[src/rtl/timer_rr_sched_pkg.sv]
// rtl/timer_rr_sched_pkg.sv - shared state encodings and default widths for the timer scheduler
package timer_rr_sched_pkg;

  localparam int TMR_CNT_W = 8;
  localparam int TMR_N_REQ = 4;

  typedef enum logic [1:0] {
    ST_IDLE = 2'd0,
    ST_LOAD = 2'd1,
    ST_RUN  = 2'd2,
    ST_DONE = 2'd3
  } state_t;

endpackage

[src/rtl/timer_mod_cnt.sv]
// rtl/timer_mod_cnt.sv - modulo tick counter that counts 1..term and holds at term
module timer_mod_cnt
  import timer_rr_sched_pkg::*;
#(
  parameter int CNT_W = TMR_CNT_W
) (
  input  logic             clk,
  input  logic             reset,
  input  logic             clr,
  input  logic             en,
  input  logic [CNT_W-1:0] term,
  output logic [CNT_W-1:0] cnt,
  output logic             max_tick
);

  assign max_tick = (cnt == term);

  // Count up while enabled, stopping at term so the value never wraps past it.
  always_ff @(posedge clk or posedge reset) begin
    if (reset) begin
      cnt <= '0;
    end else if (clr) begin
      cnt <= '0;
    end else if (en && !max_tick) begin
      cnt <= cnt + 1'b1;
    end
  end

endmodule

[src/rtl/timer_rr_sched.sv]
// rtl/timer_rr_sched.sv - round-robin scheduler sharing one tick counter; TIMER_SCHED_ABORT_EN enables abort on dropped request
module timer_rr_sched
  import timer_rr_sched_pkg::*;
#(
  parameter int N_REQ = TMR_N_REQ,
  parameter int CNT_W = TMR_CNT_W
) (
  input  logic                   clk,
  input  logic                   reset,
  input  logic [N_REQ-1:0]       req,
  input  logic [N_REQ*CNT_W-1:0] req_len,
  output logic [N_REQ-1:0]       grant,
  output logic [N_REQ-1:0]       done,
  output logic                   busy,
  output logic [CNT_W-1:0]       cnt_val
);

  localparam int IDX_W = (N_REQ > 1) ? $clog2(N_REQ) : 1;
  localparam logic [N_REQ-1:0] ONE_HOT0 = {{(N_REQ-1){1'b0}}, 1'b1};

  state_t           state;
  logic [IDX_W-1:0] ptr;
  logic [IDX_W-1:0] idx;
  logic [CNT_W-1:0] len;
  logic [IDX_W-1:0] pick_idx;
  logic [CNT_W-1:0] pick_len;
  logic             pick_valid;
  logic [IDX_W-1:0] ptr_next;
  logic             abort;
  logic             cnt_clr;
  logic             cnt_en;
  logic             max_tick;

  // Round-robin pick: first request at or above the pointer, else the first one below it.
  always_comb begin
    pick_valid = 1'b0;
    pick_idx   = '0;
    pick_len   = '0;
    for (int k = 0; k < N_REQ; k++) begin
      if (!pick_valid && req[k] && (IDX_W'(k) >= ptr)) begin
        pick_valid = 1'b1;
        pick_idx   = IDX_W'(k);
        pick_len   = req_len[k*CNT_W +: CNT_W];
      end
    end
    for (int k = 0; k < N_REQ; k++) begin
      if (!pick_valid && req[k]) begin
        pick_valid = 1'b1;
        pick_idx   = IDX_W'(k);
        pick_len   = req_len[k*CNT_W +: CNT_W];
      end
    end
  end

  assign ptr_next = (pick_idx == IDX_W'(N_REQ-1)) ? '0 : pick_idx + 1'b1;

`ifdef TIMER_SCHED_ABORT_EN
  assign abort = ((state == ST_LOAD) || (state == ST_RUN)) && !req[idx];
`else
  assign abort = 1'b0;
`endif

  // The counter restarts on every new grant and on abort; it only advances while the owner holds it.
  assign cnt_clr = ((state == ST_IDLE) && pick_valid) || abort;
  assign cnt_en  = ((state == ST_LOAD) || (state == ST_RUN)) && !abort;
  assign busy    = (state != ST_IDLE);

  timer_mod_cnt #(
    .CNT_W(CNT_W)
  ) u_cnt (
    .clk      (clk),
    .reset    (reset),
    .clr      (cnt_clr),
    .en       (cnt_en),
    .term     (len),
    .cnt      (cnt_val),
    .max_tick (max_tick)
  );

  // Scheduler FSM with registered grant/done so owners see clean, glitch-free handshakes.
  always_ff @(posedge clk or posedge reset) begin
    if (reset) begin
      state <= ST_IDLE;
      ptr   <= '0;
      idx   <= '0;
      len   <= '0;
      grant <= '0;
      done  <= '0;
    end else begin
      case (state)
        ST_IDLE: begin
          done  <= '0;
          grant <= '0;
          if (pick_valid) begin
            idx   <= pick_idx;
            len   <= pick_len;
            ptr   <= ptr_next;
            grant <= ONE_HOT0 << pick_idx;
            state <= ST_LOAD;
          end
        end
        ST_LOAD: begin
          if (abort) begin
            grant <= '0;
            state <= ST_IDLE;
          end else if (len != '0) begin
            state <= ST_RUN;
          end else begin
            grant <= '0;
            done  <= ONE_HOT0 << idx;
            state <= ST_DONE;
          end
        end
        ST_RUN: begin
          if (abort) begin
            grant <= '0;
            state <= ST_IDLE;
          end else if (max_tick) begin
            grant <= '0;
            done  <= ONE_HOT0 << idx;
            state <= ST_DONE;
          end
        end
        default: begin
          done  <= '0;
          grant <= '0;
          state <= ST_IDLE;
        end
      endcase
    end
  end

endmodule

[config.mk]
export PLATFORM = sky130hd
export DESIGN_NAME = timer_rr_sched
export DESIGN_NICKNAME = d
export VERILOG_FILES = /design/src/rtl/timer_rr_sched_pkg.sv /design/src/rtl/timer_mod_cnt.sv /design/src/rtl/timer_rr_sched.sv
export SDC_FILE = /design/constraint.sdc
export NUM_CORES = 1
export LEC_CHECK = 0
export ABC_AREA = 1
export ABC_CLOCK_PERIOD_IN_PS = 3110
export BUFFER_PORTS_ARGS = -buffer_cell sky130_fd_sc_hd__clkbuf_2
export CAP_MARGIN = 30
export CORE_ASPECT_RATIO = 0.8
export CORE_MARGIN = 2
export CORE_UTILIZATION = 58
export CTS_CLUSTER_DIAMETER = 120
export DETAILED_ROUTE_END_ITERATION = 7
export PLACE_DENSITY = 0.89
export SLEW_MARGIN = 25
export SYNTH_ARGS = -nofsm -noshare
export SYNTH_HDL_FRONTEND = slang
export SYNTH_SLANG_ARGS = --single-unit
[constraint.sdc]
create_clock -name clk -period 3.11 [get_ports clk]
set_clock_uncertainty 0.15 [all_clocks]
set_input_delay 0.1555 -clock clk [delete_from_list [all_inputs] [get_ports clk]]
set_output_delay 0.1555 -clock clk [all_outputs]
set_load 0.01 [all_outputs]
## Yosys cells after proc, flatten, opt, wreduce, memory -nomap -nowiden

Index checks and enable logic that the tools add are counted.

- Word-level logic and storage cells: 88
- Register bits after elaboration: 30
- Bits of input ports: 38

- Reduce and logical (&&, ||, !) cells: 29
- Shift-type cells: 2
- $lt $le $gt $ge: 4
- Equality and inequality tests: 7
- Multiplexer cells: 37
- Add/subtract/negate cells: 2

Operators by type and width:

| operator | count |
|---|---|
| 8-bit 2-to-1 mux | 10 |
| 4-bit 2-to-1 mux | 5 |
| 2-bit 2-to-1 mux | 9 |
| 1-bit logical AND | 13 |
| 4-bit case mux with 3 select lines | 1 |
| 1-bit 2-to-1 mux | 10 |
| 8-bit by 1-bit adder with 8-bit output (second input constant) | 1 |
| 8-bit == test | 1 |
| 1-bit logical NOT | 8 |
| 4-bit case mux with 2 select lines | 1 |
| 8-bit nonzero test | 1 |
| 1-bit by 2-bit << shifter with 4-bit output (first input constant) | 2 |
| 2-bit case mux with 3 select lines | 1 |
| 2-bit AND reduction | 3 |
| 2-bit == test (second input constant) | 2 |
| 1-bit by 2-bit >= comparator with 1-bit output (first input constant) | 2 |
| 2-bit >= comparator (first input constant) | 2 |
| 2-bit != test (second input constant) | 2 |
| 2-bit nonzero test | 2 |
| 2-bit by 1-bit adder with 2-bit output (second input constant) | 1 |
| 2-bit by 1-bit == test with 1-bit output (second input constant) | 1 |
| 2-bit logical NOT | 1 |
| 2-bit by 1-bit != test with 1-bit output (second input constant) | 1 |
| 1-bit logical OR | 1 |

## Logic depth before layout (Yosys ltp)

Gate-level depths: netlist (run 1).

- Word-level depth: 30
- Gate-level depth with buffers: 11
- Gate-level depth less buffers: 10

## Modules after synthesis

Synthesis (run 1) repeated with hierarchy kept, for this count alone.

- Cell total of the unflattened synthesis: 370
- Area total of the unflattened synthesis: 2391.0 um2

Modules (own cells, without submodules):

| module | area an instance (um2) | cells an instance | seq. area each (um2) | instances |
|---|---|---|---|---|
| timer_rr_sched | 1731.7 | 265 | 550.5 | 1 |
| timer_mod_cnt | 659.4 | 105 | 200.2 | 1 |

## Worst setup path after synthesis (run 1)

Ideal clock, no wire load.

- Kind: reg2reg
- Start point: register ptr[1]
- End point: register ptr[1]
- Cell stages (with the launch flop): 10
- Buffers on the path: 0
- Setup time: 126 ps
- Required time: 2834 ps
- Path slack: 1286 ps
- Arrival time: 1548 ps
- Cells stage by stage: dfrtp_1 -> nor2_4 -> nand2_4 -> nand2_4 -> clkinv_1 -> nand2_1 -> nand2_1 -> ha_1 -> nand2_1 -> o21ai_0

- Cells in the longest elaborated chain, start to end: 29
- Elaborated cells on any way between the ends: 41
- Classes of those cells: add/sub: 1; order compare: 4; eq/ne: 1; mux: 16; reduce/logical: 19

RTL lines:

| item | line | source |
|---|---|---|
| start: declaration | timer_rr_sched.sv:22 | `logic [IDX_W-1:0] ptr;` |
| start signal: assignment | timer_rr_sched.sv:97 | `ptr <= ptr_next;` |
| 1-bit by 2-bit >= comparator with 1-bit output | timer_rr_sched.sv:40 | `if (!pick_valid && req[k] && (IDX_W'(k) >= ptr)) begin` |
| 1-bit logical AND | timer_rr_sched.sv:40 |  |
| 1-bit 2-to-1 mux | timer_rr_sched.sv:40 |  |
| 1-bit logical NOT | timer_rr_sched.sv:40 |  |
| 1-bit logical AND (2 in a row) | timer_rr_sched.sv:40 |  |
| 1-bit 2-to-1 mux | timer_rr_sched.sv:40 |  |
| 1-bit logical NOT | timer_rr_sched.sv:40 |  |
| 1-bit logical AND (2 in a row) | timer_rr_sched.sv:40 |  |
| [... 13 more ...] | -- |  |
| 1-bit 2-to-1 mux | timer_rr_sched.sv:47 | `if (!pick_valid && req[k]) begin` |
| 1-bit logical NOT | timer_rr_sched.sv:47 |  |
| 1-bit logical AND | timer_rr_sched.sv:47 |  |
| 2-bit 2-to-1 mux (*) | timer_rr_sched.sv:47 |  |
| via pick_idx[1] | timer_rr_sched.sv:25 | `logic [IDX_W-1:0] pick_idx;` |
| 2-bit by 1-bit adder with 2-bit output or 2-bit == test (tied branches) | timer_rr_sched.sv:55 | `assign ptr_next = (pick_idx == IDX_W'(N_REQ-1)) ? '0 : pick_idx + 1'b1;` |
| 2-bit 2-to-1 mux (*) | timer_rr_sched.sv:55 |  |
| via ptr_next[1] | timer_rr_sched.sv:28 | `logic [IDX_W-1:0] ptr_next;` |

The timed path passes the listed nets; every way through them passes the cells marked *.
A chain may end at the register's enable or synchronous reset.

## Final worst setup path (run 1)

- Start point: register ptr[1]
- End point: register u_cnt.cnt[7]

- Cells in the longest elaborated chain, start to end: 29
- Elaborated cells on any way between the ends: 33
- Classes of those cells: order compare: 4; mux: 9; reduce/logical: 20

RTL lines:

| item | line | source |
|---|---|---|
| 1-bit by 2-bit >= comparator with 1-bit output | timer_rr_sched.sv:40 |  |
| 1-bit logical AND | timer_rr_sched.sv:40 |  |
| 1-bit 2-to-1 mux | timer_rr_sched.sv:40 |  |
| 1-bit logical NOT | timer_rr_sched.sv:40 |  |
| 1-bit logical AND (2 in a row) | timer_rr_sched.sv:40 |  |
| 1-bit 2-to-1 mux | timer_rr_sched.sv:40 |  |
| 1-bit logical NOT | timer_rr_sched.sv:40 |  |
| 1-bit logical AND (2 in a row) | timer_rr_sched.sv:40 |  |
| [... 11 more ...] | -- |  |
| 1-bit logical NOT | timer_rr_sched.sv:47 |  |
| 1-bit logical AND | timer_rr_sched.sv:47 |  |
| 1-bit 2-to-1 mux (*) | timer_rr_sched.sv:47 |  |
| 1-bit logical NOT | timer_rr_sched.sv:47 |  |
| 1-bit logical AND | timer_rr_sched.sv:47 |  |
| 1-bit 2-to-1 mux (*) | timer_rr_sched.sv:47 |  |
| 1-bit logical AND (*) | timer_rr_sched.sv:64 | `assign cnt_clr = ((state == ST_IDLE) && pick_valid) \|\| abort;` |
| 8-bit 2-to-1 mux or 2-bit nonzero test (tied branches) | -- |  |
| end signal: assignment | timer_mod_cnt.sv:25 | `cnt <= cnt + 1'b1;` |
| end: declaration | timer_mod_cnt.sv:12 | `output logic [CNT_W-1:0] cnt,` |

Mark *: on every way between the ends. The rest lies on a longest branch, timed or not.

==> flow_summary.toml, run 1 <==
[routing]
first_pass_iters = 4
routed_wl_um = 5470
drtAntennaViolNets = 0
viasPerCell = 5.38
drc = 0
drt-initial-drc-count = 186
wl_per_cell_um = 12.5
vias = 2347

[synth]
synth_edf_count = 0
yosysTopAreaCell = "dfrtp_1"
async_flop_share = 1.00
yosys_warnings = 0
ys_top_cells_by_area = "dfrtp_1 33%, nand2_1 14%, nand3_1 14%"
avgSynthCellArea_um2 = 6.93
syn_inst = 329
netlist_top_cells_count = "86 x nand2_1, 63 x nand3_1, 33 x inv_1"
syn-cell-area_mm2 = 0.00228
synth_nets = 374
ys_ff_latch = 30
synthMostInstantiatedCell = "nand2_1"
synth_cell_type_count = 25
ys_seq_area_frac = 0.329
netlist.area_leader.share = 0.329
ys.flop_type = "dfrtp_1"

[power]
switching_share = 0.484
cellLeakagePower_nw = 1.44
total_power_mw = 2.23
pwr_density_cell_mw_per_mm2 = 846
power_frac_comb = 0.544
clkPwrFrac = 0.143
cell_internal_pwr_mw = 1.15
p_seq_frac = 0.313
switching_power_mw = 1.08
vdd_drop_max_mv = 0.527

[worst_setup_path]
start_kind = "flip-flop"
setup.worst_path.class = "flip-flop to flip-flop"
cp.required_ps = 3130
rr_startpoint = "ptr[1]$_DFFE_PP0P_"
arrival_ps = 2300
worstPathMaxFanout = 19
crit_path_end_kind = "flip-flop"
critPathCapture = "u_cnt.cnt[7]$_DFFE_PP0P_"
reg2reg_depth = 10
cp-startpoint = "ptr[1]$_DFFE_PP0P_"
ff2ff_setup_slack_ps = 820
r2r-end = "u_cnt.cnt[7]$_DFFE_PP0P_"

[global_routing]
track_usage = 0.275
grt_max_degree = 31
grt_pass1_vias = 2196
antenna_found_initial = 0
grt_pass1_wl_um = 9410
grt-ovfl-total = 0

[place]
dpl_cell_area_mm2 = 0.00254
io_buffers = 54
gp_congestion = 1.03
place_hpwl_um = 4170

[timing]
slew_headroom = 0.587
rsz0062_at_grt = "false"
worstMarginPinSlew_ps = 618
setup_viol = 0
tns_ps = 0
slew_viol_final = 0
max_freq_mhz = 438
final_hold_viol_count = 0
fin_crit_ps = 2290
min_period_over_period = 0.735

[layout]
fill_cells = 323
antenna_cells = 0
fin_area_mm2 = 0.00264
area_growth_pct = 15.7
nets = 425
layout-drive-gt1-share = 0.213

[floorplanning]
die_h_um = 60.1
fp.dieArea_mm2 = 0.00445
start_util = 0.604
die-width_um = 74.1
core_mm2 = 0.00378
rows = 20
io_pins = 55

[clock_network]
cts_tree = "done"
post_cts_buffers = 0
cts_made_buffers = 5
hold_buffers = 1
postCtsResizedCells = 0
clk_pin_slew_ps = 60
worstSkewPairLatency_ps = 280
root_buffer = "clkbuf_8"
htree_levels = 2
cts_sinks = 30
ctsLongestPathBuffers = 2

[flow_run]
drv_cap = 0

[run_status]
status = "finished clean"

[hold_path]
hp-class = "input pin to flip-flop"
hold_depth = 5
[per-layer routing]
layer / share of wire / vias to the layer above / track usage / wire length (um)
met3: 0.067 / 6 / 0.0793 / 364
met1: 0.46 / 1075 / 0.373 / 2490
met5: 0 / - / 0 / 0
li1: - / 1169 / - / -
met4: 0.0053 / 0 / 0.0545 / 29
met2: 0.47 / 97 / 0.441 / 2580
[worst max-delay path, cell delays in order (launching register included)]
cell,delay (ps)
dfrtp_1,460
nor2_4,120
nand2_4,130
nand2_4,80
nor3_4,350
nand3_2,120
nand2_2,200
buf_4,270
nand2_2,130
nand3_1,90
nand2_1,60
[how the worst min path moves through the flow]
stage                     slack (ps)        start                       end
after floorplan                  100        reset       done[0]$_DFFE_PP0P_
after global placement           320        reset  u_cnt.cnt[1]$_DFFE_PP0P_
after detailed placement         110        reset  u_cnt.cnt[1]$_DFFE_PP0P_
after CTS                         60  req_len[13]        len[5]$_DFFE_PP0P_
after global routing              80  req_len[14]        len[6]$_DFFE_PP0P_
final                             60  req_len[13]        len[5]$_DFFE_PP0P_
[cells by family (layout without fill, tap and decap cells)]
kind of cell,after synthesis,in the layout,share of synthesized area
AOI/OAI and AO/OA,15,15,0.0346
xor gates and xnor gates,15,15,0.0576
adders and majority gates,7,7,0.0384
buffers and inverters,48,100,0.0982
DFF,30,30,0.329
and+or+nand+nor,214,214,0.442
[state kept, by name (all words and copies together) (netlist names)]
register and cells:
u_cnt.cnt 8, idx 2, grant 4, done 4, len 8, ptr 2, state 2
[layout make-up]
cell class	count	area, um2	share of cell area
multi-input cells	251	1310	0.495
flip-flops and latches	30	751	0.284
repair buffers	56	288	0.109
inverters	36	135	0.0512
clock buffers	7	86.3	0.0327
well taps	55	68.8	0.0261
clock inverters	1	5.00	0.00190
[through the flow]
step                hold slack, ps  worst slack [ps]  instances   util
floorplan                     96.3              1290        329      -
global placement               316               991        427  0.672
detailed placement             109               871        427  0.672
CTS                           57.3               859        436  0.699
global route                  80.0               613        436  0.699
finish                        60.5               825        436  0.699
[power groups by stage]
stage / clock network [mW] / registers, mW / logic (mW)
after floorplan: 0 / 0.693 / 0.973
after global placement: 0 / 0.698 / 1.17
after detailed placement: 0 / 0.701 / 1.20
after CTS: 0.327 / 0.697 / 1.22
after global routing: 0.349 / 0.718 / 1.40
final: 0.320 / 0.698 / 1.22
[cell usage in the layout, fill, tap and decap left out, drive strengths merged]
cell type	netlist	layout
a21oi	7	7
buf	9	1
clkbuf	3	61
clkinv	1	2
dfrtp	30	30
dlygate4sd3	0	1
ha	7	7
inv	35	35
nand2	96	96
nand3	64	64
nand4	20	20
nor2	33	33
nor3	1	1
o21ai	8	8
xnor2	12	12
xor2	3	3
Power figures use the tool's default switching activity.
==> run 2: changes to the inputs <==
- ABC_CLOCK_PERIOD_IN_PS: 3110 -> 2110
- CORE_UTILIZATION: 58 -> 54
- PLACE_DENSITY: 0.89 -> 0.83
- clock period: 3.11 -> 2.11 ns (I/O delays scaled with it)
==> run 2 against run 1 <==
  * Final area rose by 2.7%
  * Register-to-register slack worse by 640 ps
  * Via count increased by 2.3%
  * Worst setup slack lost 640 ps
  * First-iteration DRC count grew 23%
  * Sequential share of layout area shrank 0.71 points
  * Die area grew 7.0%
  * Maximum frequency increased by 18%
  * Power is 51% higher
  * Worst hold slack got worse by 55 ps
  * Critical endpoint is now ptr[1]$_DFFE_PP0P_
  * Largest cell class unchanged
  * Highest routed layer unchanged
==> flow_summary.toml, run 2 (same netlist as run 1, synthesis figures left out) <==
[timing]
slew_headroom = 0.695
setup_viol = 0
hold_ws_ps = 5.24
tns_ps = 0
min_period_over_period = 0.914
worstMarginPinSlew_ps = 458
rsz0062_at_grt = "false"
final_hold_viol_count = 0
max_freq_mhz = 518
slew_viol_final = 0
fin_crit_ps = 1930

[worst_setup_path]
setup.worst_path.class = "flip-flop to flip-flop"
slowest_delay_ps = 440
rr_startpoint = "ptr[1]$_DFFE_PP0P_"
start_kind = "flip-flop"
ff2ff_setup_slack_ps = 180
cp.required_ps = 2120
critPathCapture = "ptr[1]$_DFFE_PP0P_"
crit_path_end_kind = "flip-flop"
path_cells = "nor2_4 -> nand2_4 -> nand2_4 -> nor2_1 -> nand4_1 -> nand2_1 -> ha_1 -> nand2_1 -> o21ai_0"
r2r-end = "ptr[1]$_DFFE_PP0P_"
slowest_stage = "dfrtp_2"
arrival_ps = 1940
cp-startpoint = "ptr[1]$_DFFE_PP0P_"
reg2reg_depth = 9
worstPathMaxFanout = 10

[power]
cellLeakagePower_nw = 1.47
pwr_density_cell_mw_per_mm2 = 1250
vdd_drop_max_mv = 0.774

[layout]
area_growth_pct = 18.9
layout-drive-gt1-share = 0.239
mostFrequentLayoutCell = "nand2_1"
fill_cells = 406
top_regs = "len: 8 flops, u_cnt.cnt: 8 flops"
final_cell_mix = "84 x nand2_1, 63 x nand3_1, 54 x clkbuf_2"
antenna_cells = 0
nets = 434
final_util = 0.658

[routing]
vias = 2400
viasPerCell = 5.38
routed_wl_um = 5700
drt-initial-drc-count = 229
first_pass_iters = 5
drtAntennaViolNets = 0
wl_per_cell_um = 12.8
drc = 0

[floorplanning]
io_pins = 55
rows = 21
die_h_um = 62.1
fp.dieArea_mm2 = 0.00476
die-width_um = 76.7
start_util = 0.553
core_mm2 = 0.00413

[global_routing]
grt_max_degree = 31
grt_pass1_wl_um = 9490
grt_pass1_vias = 2161
antenna_found_initial = 0
grt-ovfl-total = 0
track_usage = 0.245

[clock_network]
clk_pin_slew_ps = 60
cts_tree = "done"
cts_sinks = 30
ctsLongestPathBuffers = 2
root_buffer = "clkbuf_8"
worstSkewPairLatency_ps = 280
htree_levels = 2
cts_made_buffers = 5

[place]
place_hpwl_um = 4350
gp_congestion = 0.864
io_buffers = 54

[run_status]
status = "finished clean"

[flow_run]
drv_cap = 0

[hold_path]
hp-class = "input pin to flip-flop"
hp-start = "req_len[11]"
[run 2: routing by layer]
metal	global-route usage	part of all wire	up-vias
met3	0.0480	0.070	14
met5	0	0	-
met2	0.394	0.46	103
li1	-	-	1198
met1	0.338	0.46	1085
met4	0.0659	0.016	0
[run 2: cell type report]
type,instances,area [um2],area share
Timing Repair Buffer,64,348,0.128
Inverter,36,139,0.0512
Timing Repair inverter,1,7.51,0.00277
Clock inverter,2,10.0,0.00369
Clock buffer,5,68.8,0.0254
Tap cell,57,71.3,0.0263
Sequential cell,30,752,0.277
Multi-Input combinational cell,251,1320,0.485
[run 2: per-stage QoR]
stage / instance area (um2) / power [mW] / worst slack [ps] / std cells
floorplan: 2280 / 2.46 / 286 / 329
global placement: 2600 / 2.84 / 76.6 / 437
detailed placement: 2600 / 2.90 / 18.5 / 437
CTS: 2690 / 3.34 / 8.92 / 445
global route: 2710 / 3.70 / 43.6 / 446
finish: 2710 / 3.38 / 180 / 446
[run 2: critical path: cells and delay by family, from the launching register on]
| family | cells | cell delay, ps |
|---|---|---|
| AO/OA/AOI/OAI | 1 | 70 |
| adder cells (fa/ha/maj) | 1 | 300 |
| flip-flops | 1 | 440 |
| AND/OR/NAND/NOR | 7 | 860 |
[run 2: what timing repair did]
action,in CTS,in global routing
hold buffers,1,0
setup endpoints to repair,0,13
buffers inserted,0,0
resized for setup,0,6
endpoints found under the hold margin,30,0
[run 2: power breakdown]
group          total [mW]  switching [mW]  internal, mW
logic                1.93            1.23         0.701
registers            1.03           0.227         0.806
clock network       0.421           0.201         0.220
total                3.38            1.66          1.73
[run 2: worst min path at each step]
stage	slack (ps)	endpoint	cells after the start
2_1_floorplan	50	done[0]$_DFFE_PP0P_	1
3_3_place_gp	30	u_cnt.cnt[2]$_DFFE_PP0P_	3
3_5_place_dp	40	u_cnt.cnt[2]$_DFFE_PP0P_	3
4_1_cts	10	len[3]$_DFFE_PP0P_	5
5_1_grt	50	len[7]$_DFFE_PP0P_	5
6_report	5	len[3]$_DFFE_PP0P_	5
